**src/rtl/pipe_perf_counters_pkg.sv**
```systemverilog
// Event index map for the 5-stage pipeline hazard/control counters.
package pipe_perf_pkg;

    localparam int unsigned EV_STALL      = 0;
    localparam int unsigned EV_BRANCH     = 1;
    localparam int unsigned EV_FWD_A      = 2;
    localparam int unsigned EV_FWD_B      = 3;
    localparam int unsigned EV_FLUSH_IFID = 4;
    localparam int unsigned EV_FLUSH_IDEX = 5;
    localparam int unsigned EV_RETIRE     = 6;
    localparam int unsigned EV_LOAD_USE   = 7;

    localparam int unsigned NUM_STD_EVENTS = 8;

endpackage

```
**src/rtl/pipe_perf_counters_if.sv**
```systemverilog
// Control, event and read-back signals of the counter bank.
interface pipe_perf_counters_if
    import pipe_perf_pkg::*;
#(
    parameter int unsigned NUM_EVENTS = NUM_STD_EVENTS,
    parameter int unsigned CNT_W      = 32
);
    localparam int unsigned SEL_W = $clog2(NUM_EVENTS + 1);

    logic                  en;
    logic [NUM_EVENTS-1:0] events;
    logic                  clear;
    logic                  snap;
    logic [SEL_W-1:0]      rd_sel;
    logic                  rd_live;
    logic [NUM_EVENTS-1:0] irq_mask;
    logic [CNT_W-1:0]      rd_data;
    logic [NUM_EVENTS-1:0] ovf;
    logic                  irq;

    modport master (
        output en, events, clear, snap, rd_sel, rd_live, irq_mask,
        input  rd_data, ovf, irq
    );

    modport slave (
        input  en, events, clear, snap, rd_sel, rd_live, irq_mask,
        output rd_data, ovf, irq
    );

endinterface

```
**src/rtl/pipe_perf_counters_cell.sv**
```systemverilog
// One counter: live count, wrap/saturate, sticky overflow, snapshot shadow.
module perf_cnt_cell #(
    parameter int unsigned CNT_W    = 32,
    parameter int unsigned SATURATE = 0
) (
    input  logic             clk,
    input  logic             rst,
    input  logic             inc,
    input  logic             clear,
    input  logic             snap,
    output logic [CNT_W-1:0] cnt,
    output logic [CNT_W-1:0] shadow,
    output logic             ovf
);

    logic [CNT_W-1:0] cnt_q, cnt_d;
    logic [CNT_W-1:0] shadow_q, shadow_d;
    logic             ovf_q, ovf_d;

    // Next state: clear beats increment; snap always sees the pre-edge count.
    always_comb begin
        cnt_d    = cnt_q;
        ovf_d    = ovf_q;
        shadow_d = shadow_q;
        if (clear) begin
            cnt_d = '0;
            ovf_d = 1'b0;
        end else if (inc) begin
            if (cnt_q == '1) begin
                ovf_d = 1'b1;
                cnt_d = (SATURATE != 0) ? cnt_q : '0;
            end else begin
                cnt_d = cnt_q + CNT_W'(1);
            end
        end
        if (snap) begin
            shadow_d = cnt_q;
        end
    end

    // State registers with asynchronous reset.
    always_ff @(posedge clk or posedge rst) begin
        if (rst) begin
            cnt_q    <= '0;
            shadow_q <= '0;
            ovf_q    <= 1'b0;
        end else begin
            cnt_q    <= cnt_d;
            shadow_q <= shadow_d;
            ovf_q    <= ovf_d;
        end
    end

    assign cnt    = cnt_q;
    assign shadow = shadow_q;
    assign ovf    = ovf_q;

endmodule

```
**src/rtl/pipe_perf_counters.sv**
```systemverilog
// Pipeline event counter bank: per-event cells, cycle counter, read mux, irq.
module pipe_perf_counters
    import pipe_perf_pkg::*;
#(
    parameter int unsigned NUM_EVENTS = NUM_STD_EVENTS,
    parameter int unsigned CNT_W      = 32,
    parameter int unsigned SATURATE   = 0
) (
    input  logic               clk,
    input  logic               rst,
    pipe_perf_counters_if.slave bus
);

    localparam int unsigned SEL_W = $clog2(NUM_EVENTS + 1);

    logic [CNT_W-1:0]      cnt    [NUM_EVENTS];
    logic [CNT_W-1:0]      shadow [NUM_EVENTS];
    logic [NUM_EVENTS-1:0] ovf_vec;
    logic [CNT_W-1:0]      cyc_cnt, cyc_shadow;
    logic                  cyc_ovf_unused;

    logic [CNT_W-1:0]      rd_data_q, rd_data_d;
    logic                  irq_q, irq_d;

    for (genvar g = 0; g < NUM_EVENTS; g++) begin : g_cell
        perf_cnt_cell #(
            .CNT_W    (CNT_W),
            .SATURATE (SATURATE)
        ) u_cell (
            .clk    (clk),
            .rst    (rst),
            .inc    (bus.en & bus.events[g]),
            .clear  (bus.clear),
            .snap   (bus.snap),
            .cnt    (cnt[g]),
            .shadow (shadow[g]),
            .ovf    (ovf_vec[g])
        );
    end

    perf_cnt_cell #(
        .CNT_W    (CNT_W),
        .SATURATE (SATURATE)
    ) u_cycle (
        .clk    (clk),
        .rst    (rst),
        .inc    (bus.en),
        .clear  (bus.clear),
        .snap   (bus.snap),
        .cnt    (cyc_cnt),
        .shadow (cyc_shadow),
        .ovf    (cyc_ovf_unused)
    );

    // Read mux and irq source; selects above the cycle counter return zero.
    always_comb begin
        rd_data_d = '0;
        for (int unsigned i = 0; i < NUM_EVENTS; i++) begin
            if (bus.rd_sel == SEL_W'(i)) begin
                rd_data_d = bus.rd_live ? cnt[i] : shadow[i];
            end
        end
        if (bus.rd_sel == SEL_W'(NUM_EVENTS)) begin
            rd_data_d = bus.rd_live ? cyc_cnt : cyc_shadow;
        end
        irq_d = bus.clear ? 1'b0 : |(ovf_vec & bus.irq_mask);
    end

    // Registered read data and interrupt.
    always_ff @(posedge clk or posedge rst) begin
        if (rst) begin
            rd_data_q <= '0;
            irq_q     <= 1'b0;
        end else begin
            rd_data_q <= rd_data_d;
            irq_q     <= irq_d;
        end
    end

    assign bus.rd_data = rd_data_q;
    assign bus.ovf     = ovf_vec;
    assign bus.irq     = irq_q;

endmodule

```
**src/flat_wrapper.sv**
```systemverilog
// flat-port wrapper written by rule: the top's interface ports become plain ports
module pipe_perf_counters_flat import pipe_perf_pkg::*;
#(
    parameter int unsigned NUM_EVENTS = NUM_STD_EVENTS,
    parameter int unsigned CNT_W      = 32,
    parameter int unsigned SATURATE   = 0
)
  (clk, rst, bus_en, bus_events, bus_clear, bus_snap, bus_rd_sel, bus_rd_live, bus_irq_mask, bus_rd_data, bus_ovf, bus_irq);
  pipe_perf_counters_if #(.NUM_EVENTS(NUM_EVENTS), .CNT_W(CNT_W)) bus_i ();
  input  logic clk;
  input  logic rst;
  input wire logic [$bits(bus_i.en)-1:0] bus_en;
  input wire logic [$bits(bus_i.events)-1:0] bus_events;
  input wire logic [$bits(bus_i.clear)-1:0] bus_clear;
  input wire logic [$bits(bus_i.snap)-1:0] bus_snap;
  input wire logic [$bits(bus_i.rd_sel)-1:0] bus_rd_sel;
  input wire logic [$bits(bus_i.rd_live)-1:0] bus_rd_live;
  input wire logic [$bits(bus_i.irq_mask)-1:0] bus_irq_mask;
  output wire logic [$bits(bus_i.rd_data)-1:0] bus_rd_data;
  output wire logic [$bits(bus_i.ovf)-1:0] bus_ovf;
  output wire logic [$bits(bus_i.irq)-1:0] bus_irq;
  assign bus_i.en = bus_en;
  assign bus_i.events = bus_events;
  assign bus_i.clear = bus_clear;
  assign bus_i.snap = bus_snap;
  assign bus_i.rd_sel = bus_rd_sel;
  assign bus_i.rd_live = bus_rd_live;
  assign bus_i.irq_mask = bus_irq_mask;
  assign bus_rd_data = bus_i.rd_data;
  assign bus_ovf = bus_i.ovf;
  assign bus_irq = bus_i.irq;
  pipe_perf_counters #(.NUM_EVENTS(NUM_EVENTS), .CNT_W(CNT_W), .SATURATE(SATURATE)) u_core (.clk(clk), .rst(rst), .bus(bus_i));
endmodule
```
**config.mk**
```make
export PLATFORM = sky130hd
export DESIGN_NAME = pipe_perf_counters_flat
export DESIGN_NICKNAME = d
export VERILOG_FILES = /design/src/rtl/pipe_perf_counters_pkg.sv /design/src/rtl/pipe_perf_counters_if.sv /design/src/rtl/pipe_perf_counters_cell.sv /design/src/rtl/pipe_perf_counters.sv /design/src/flat_wrapper.sv
export SDC_FILE = /design/constraint.sdc
export NUM_CORES = 2
export LEC_CHECK = 0
export ABC_AREA = 1
export ABC_CLOCK_PERIOD_IN_PS = 20900
export BUFFER_PORTS_ARGS = -buffer_cell sky130_fd_sc_hd__buf_2
export CORE_ASPECT_RATIO = 2
export CORE_MARGIN = 2
export CORE_UTILIZATION = 55
export DETAILED_ROUTE_END_ITERATION = 7
export PLACE_DENSITY = 0.74
export SLEW_MARGIN = 20
export SYNTH_ARGS = -nofsm -noshare
export SYNTH_HDL_FRONTEND = slang
export SYNTH_SLANG_ARGS = --single-unit
```
**constraint.sdc**
```tcl
create_clock -name clk -period 20.9 [get_ports clk]
set_clock_uncertainty 0.15 [all_clocks]
set_input_delay 4.18 -clock clk [delete_from_list [all_inputs] [get_ports clk]]
set_output_delay 4.18 -clock clk [all_outputs]
set_load 0.005 [all_outputs]
```
==> impl_results.md <==
- Run status: finished clean
- Top cell type by total area after synthesis: sky130_fd_sc_hd__dfrtp_1
- Register cell area after layout: 15400 um2
- Post-CTS Hold Fix Bufs: 0
- Synth warn: 0
- Final hold violation count: 0
- P_sw: roughly 0.0007 W
- Number of sinks on the clock net: between 600 and 700
- Number of global-route vias before repair: 33700
- Sequential cell fraction of total power: between 40% and 50%
- Overall global routing resource usage: 37.9%
- Total congestion overflow: 0
- Endpoint class of the critical path: flip-flop
- Post-CTS sizing: 0
- Pins Over Slew Limit: 0
- Internal cell power: just under 0.002 W
- Highest clock rate: roughly 140 MHz
- Final design area excluding fillers: 38900 um2
- Sum Neg Setup Slack: 0 ns
- Delay of the slowest cell on the worst path: around 0.58 ns
- Total clock buffers created by CTS: 57
- Req. time, crit path: about 21 ns
- Post-route DRC: 0
- Fillers: between 6000 and 7000
- Global-route wire length before repair: between 150 and 200 mm
- Async set-reset flop share out of synthesis: 100%
- Cells taking the most area after synthesis: sky130_fd_sc_hd__dfrtp_1, sky130_fd_sc_hd__nand2_1, sky130_fd_sc_hd__nor2_1
- Final Net Count: 5224
- Max-cap violations: 0
- Total placed instance area: ~37000 um2
- Top cell type's share of synthesized area: a little over two fifths
- CP arrival: approximately 7.4 ns
- Synthesis-to-layout area growth: 6.96%
- Die width: roughly 190 um
- Highest-delay cell along the critical path: sky130_fd_sc_hd__buf_4
- Seq/Total Area, Yosys: approximately 42%
- Pin slew with the least headroom to its limit: approximately 1.1 ns
- CTS max path bufs: 3
- Leakage power total: ~17 nW
- List of most frequent post-synthesis cells: sky130_fd_sc_hd__nand2_1, sky130_fd_sc_hd__nor2_1, sky130_fd_sc_hd__dfrtp_1
- Most numerous cell on the critical path: sky130_fd_sc_hd__buf_4
- Die Outline Area: just under 70000 um2
- Deepest level of the CTS H-tree: 2
- Synth Net Count: between 5000 and 6000
- Worst hold path type: flip-flop to flip-flop
- Sw Share: a little over a quarter
- Most used flip-flop cell after synthesis: sky130_fd_sc_hd__dfrtp_1
- Total vias in the final route: 35000
- Cell-by-cell trace of the critical path: buf_2, buf_4, inv_4, buf_4, buf_4, nand2_2, inv_1, nor2_1, xnor2_1, nor2_1
- Core Area: 65600 um2
- Crit path time final: about 7.0 ns
- Sum of routed wire length over all layers: 128 mm
- DRC violation total after the first TritonRoute iteration: between 3000 and 4000
- First-pass detailed-route iteration total: 7
- Number of synthesized flops with an enable pin: 0
- Share of total power in the clock network: around 45%
- Detailed placer's ending HPWL: about 94 mm
- Syn_area_per_cell: about 6.9 um2
- Antenna Nets Post-Route: 0
- Library cells used by synthesis: 50
- Number of instances in the synthesized netlist: ~5300
- Final critical-path setup slack: 13.87 ns
- Startpoint kind of the worst setup timing path: input pin
- Final count of negative-setup-slack endpoints: 0
- Initial cell density of the core: between 50% and 60%
- Clock-pin slew reported for the worst setup and hold paths after clock tree synthesis: around 0.070 ns
- Vertical die dimension: approximately 370 um
- Maximum number of pins on one net before global-route repair: between 100 and 150
- Worst setup path class: input pin to flip-flop
- Post-DR vias/cell: 5.73
- Most frequent cell after synthesis: sky130_fd_sc_hd__nand2_1
- Clock Tree Root: sky130_fd_sc_hd__clkbuf_16
- Final cycle utilization of the critical path: approximately 34%
- Highest net fanout along the worst path: 41
- Multi-input gate area: around 18000 um2
- Power density over the cells: a little under 70 nW/um2
- Share of final-layout standard cells stronger than drive strength 1: 6.69%
- CTS tree: done
- Number of buffers added on ports: 66
- Number of top-level pins: 67
- Max-Slew Margin vs Limit: 25.5%
- Peak ir drop on the vdd network: just under 0.00007 V
- Antenna diodes: 0
- Average wire per cell in the routed design: 21.0 um
- Logic pwr share: a little under 8%
- Setup repair after global routing missed its margin: false
- Area of the mapped netlist: roughly 36000 um2
- Antenna violations before repair: 2
- GP Congestion: between 1 and 1.5
- Insertion delay of the later-clocked pin in the worst-skew pair: around 0.64 ns
- Number of rows created at floorplan: ~130
- FF+latch count, synth: a little over 600
- Buffer count from post-CTS setup fixing: 0
- Pre-CTS worst setup slack: roughly 13 ns
## sequential cells by signal, indices dropped and copies added (netlist names)
signal,cells
u_core.g_cell.u_cell.cnt,256
u_core.bus.rd_data,32
u_core.u_cycle.shadow,32
u_core.u_cycle.cnt,32
u_core.g_cell.u_cell.ovf,8
u_core.bus.irq,1
u_core.g_cell.u_cell.shadow,256
## critical path: cells and delay by family
family	cells	cell delay [ns]
XOR/XNOR	1	0.16
buffers and inverters	6	2.31
AND/OR/NAND/NOR	3	0.63
## cells by family after synthesis
logic type               count (synthesis)  share of synthesized area [%]
AO/OA/AOI/OAI                          765                           11.4
XOR/XNOR                                88                           2.12
adder cells (fa/ha/maj)                  9                          0.310
buffers and inverters                  810                           9.37
flip-flops                             617                           42.5
multiplexers                             4                          0.124
AND/OR/NAND/NOR                       2984                           34.2
## path summary, 6_finish.rpt
kind / slack (ns) / depth (start not counted) / start / to
setup / recovery: 13.87 / 10 / bus_clear / u_core.g_cell[4].u_cell.cnt[8]
hold / removal: 0.37 / 1 / u_core.g_cell[6].u_cell.shadow[19] / u_core.g_cell[6].u_cell.shadow[19]
setup reg to reg: 18.11 / 9 / u_core.g_cell[0].u_cell.cnt[14] / u_core.g_cell[0].u_cell.cnt[16]
hold reg to reg: 0.37 / 1 / u_core.g_cell[6].u_cell.shadow[19] / u_core.g_cell[6].u_cell.shadow[19]
max in group asynchronous: 14.08 / 5 / rst / u_core.u_cycle.cnt[25]
min in group asynchronous: 3.52 / 2 / rst / u_core.g_cell[2].u_cell.cnt[20]
## per-stage QoR
stage | total power [W] | instances | utilization (%) | hold slack, ns
3_5_place_dp | 0.00148 | 6007 | 56.1 | 0.348
4_1_cts | 0.00265 | 6111 | 59.3 | 0.362
2_1_floorplan | 0.00141 | 5277 | - | 0.321
3_3_place_gp | 0.00148 | 6007 | 56.1 | 0.340
5_1_grt | 0.00272 | 6111 | 59.3 | 0.373
6_report | 0.00264 | 6111 | 59.3 | 0.366
## power by group through the flow
stage	Clock (W)	Combinational (W)	Sequential, W
global placement	0	0.000199	0.00128
finish	0.00118	0.000205	0.00126
floorplan	0	0.000144	0.00127
detailed placement	0	0.000202	0.00128
global route	0.00123	0.000228	0.00126
CTS	0.00119	0.000203	0.00126
## cell type report
class,instances,area share (%)
Tap cell,877,2.82
Clock buffer,77,4.28
Timing Repair Buffer,100,1.56
Sequential cell,617,39.7
Inverter,563,5.49
Clock inverter,27,1.05
Multi-Input combinational cell,3850,45.1
## layout by cell type (no fill, tap or decap), drive strengths merged, types with 4 or more instances in the layout
cell      netlist  routed
nand2        1705    1705
nor2          788     788
dfrtp         617     617
inv           558     559
o21ai         509     509
nand3         273     273
a21oi         132     132
nand4         131     131
buf           154     100
o211ai         94      94
clkbuf         93      77
nor3           66      66
xor2           63      63
xnor2          25      25
clkinv          5      15
bufinv          0      10
ha              9       9
o21bai          8       8
o22ai           6       6
clkinvlp        0       6
nor3b           5       5
and3            4       4
a21o            4       4
nand3b          4       4
mux2            4       4
a211oi          4       4
## metal layers
metal	track usage (%)	vias up	wire length [um]	part of all wire, %
met2	63.7	1505	61600	48
met3	7.49	609	9120	7.1
li1	-	16500	-	-
met4	37.4	2	15700	12
met5	0	-	11	0.0086
met1	37.9	16400	41600	32
No activity file was read; power rests on OpenSTA's default activity.
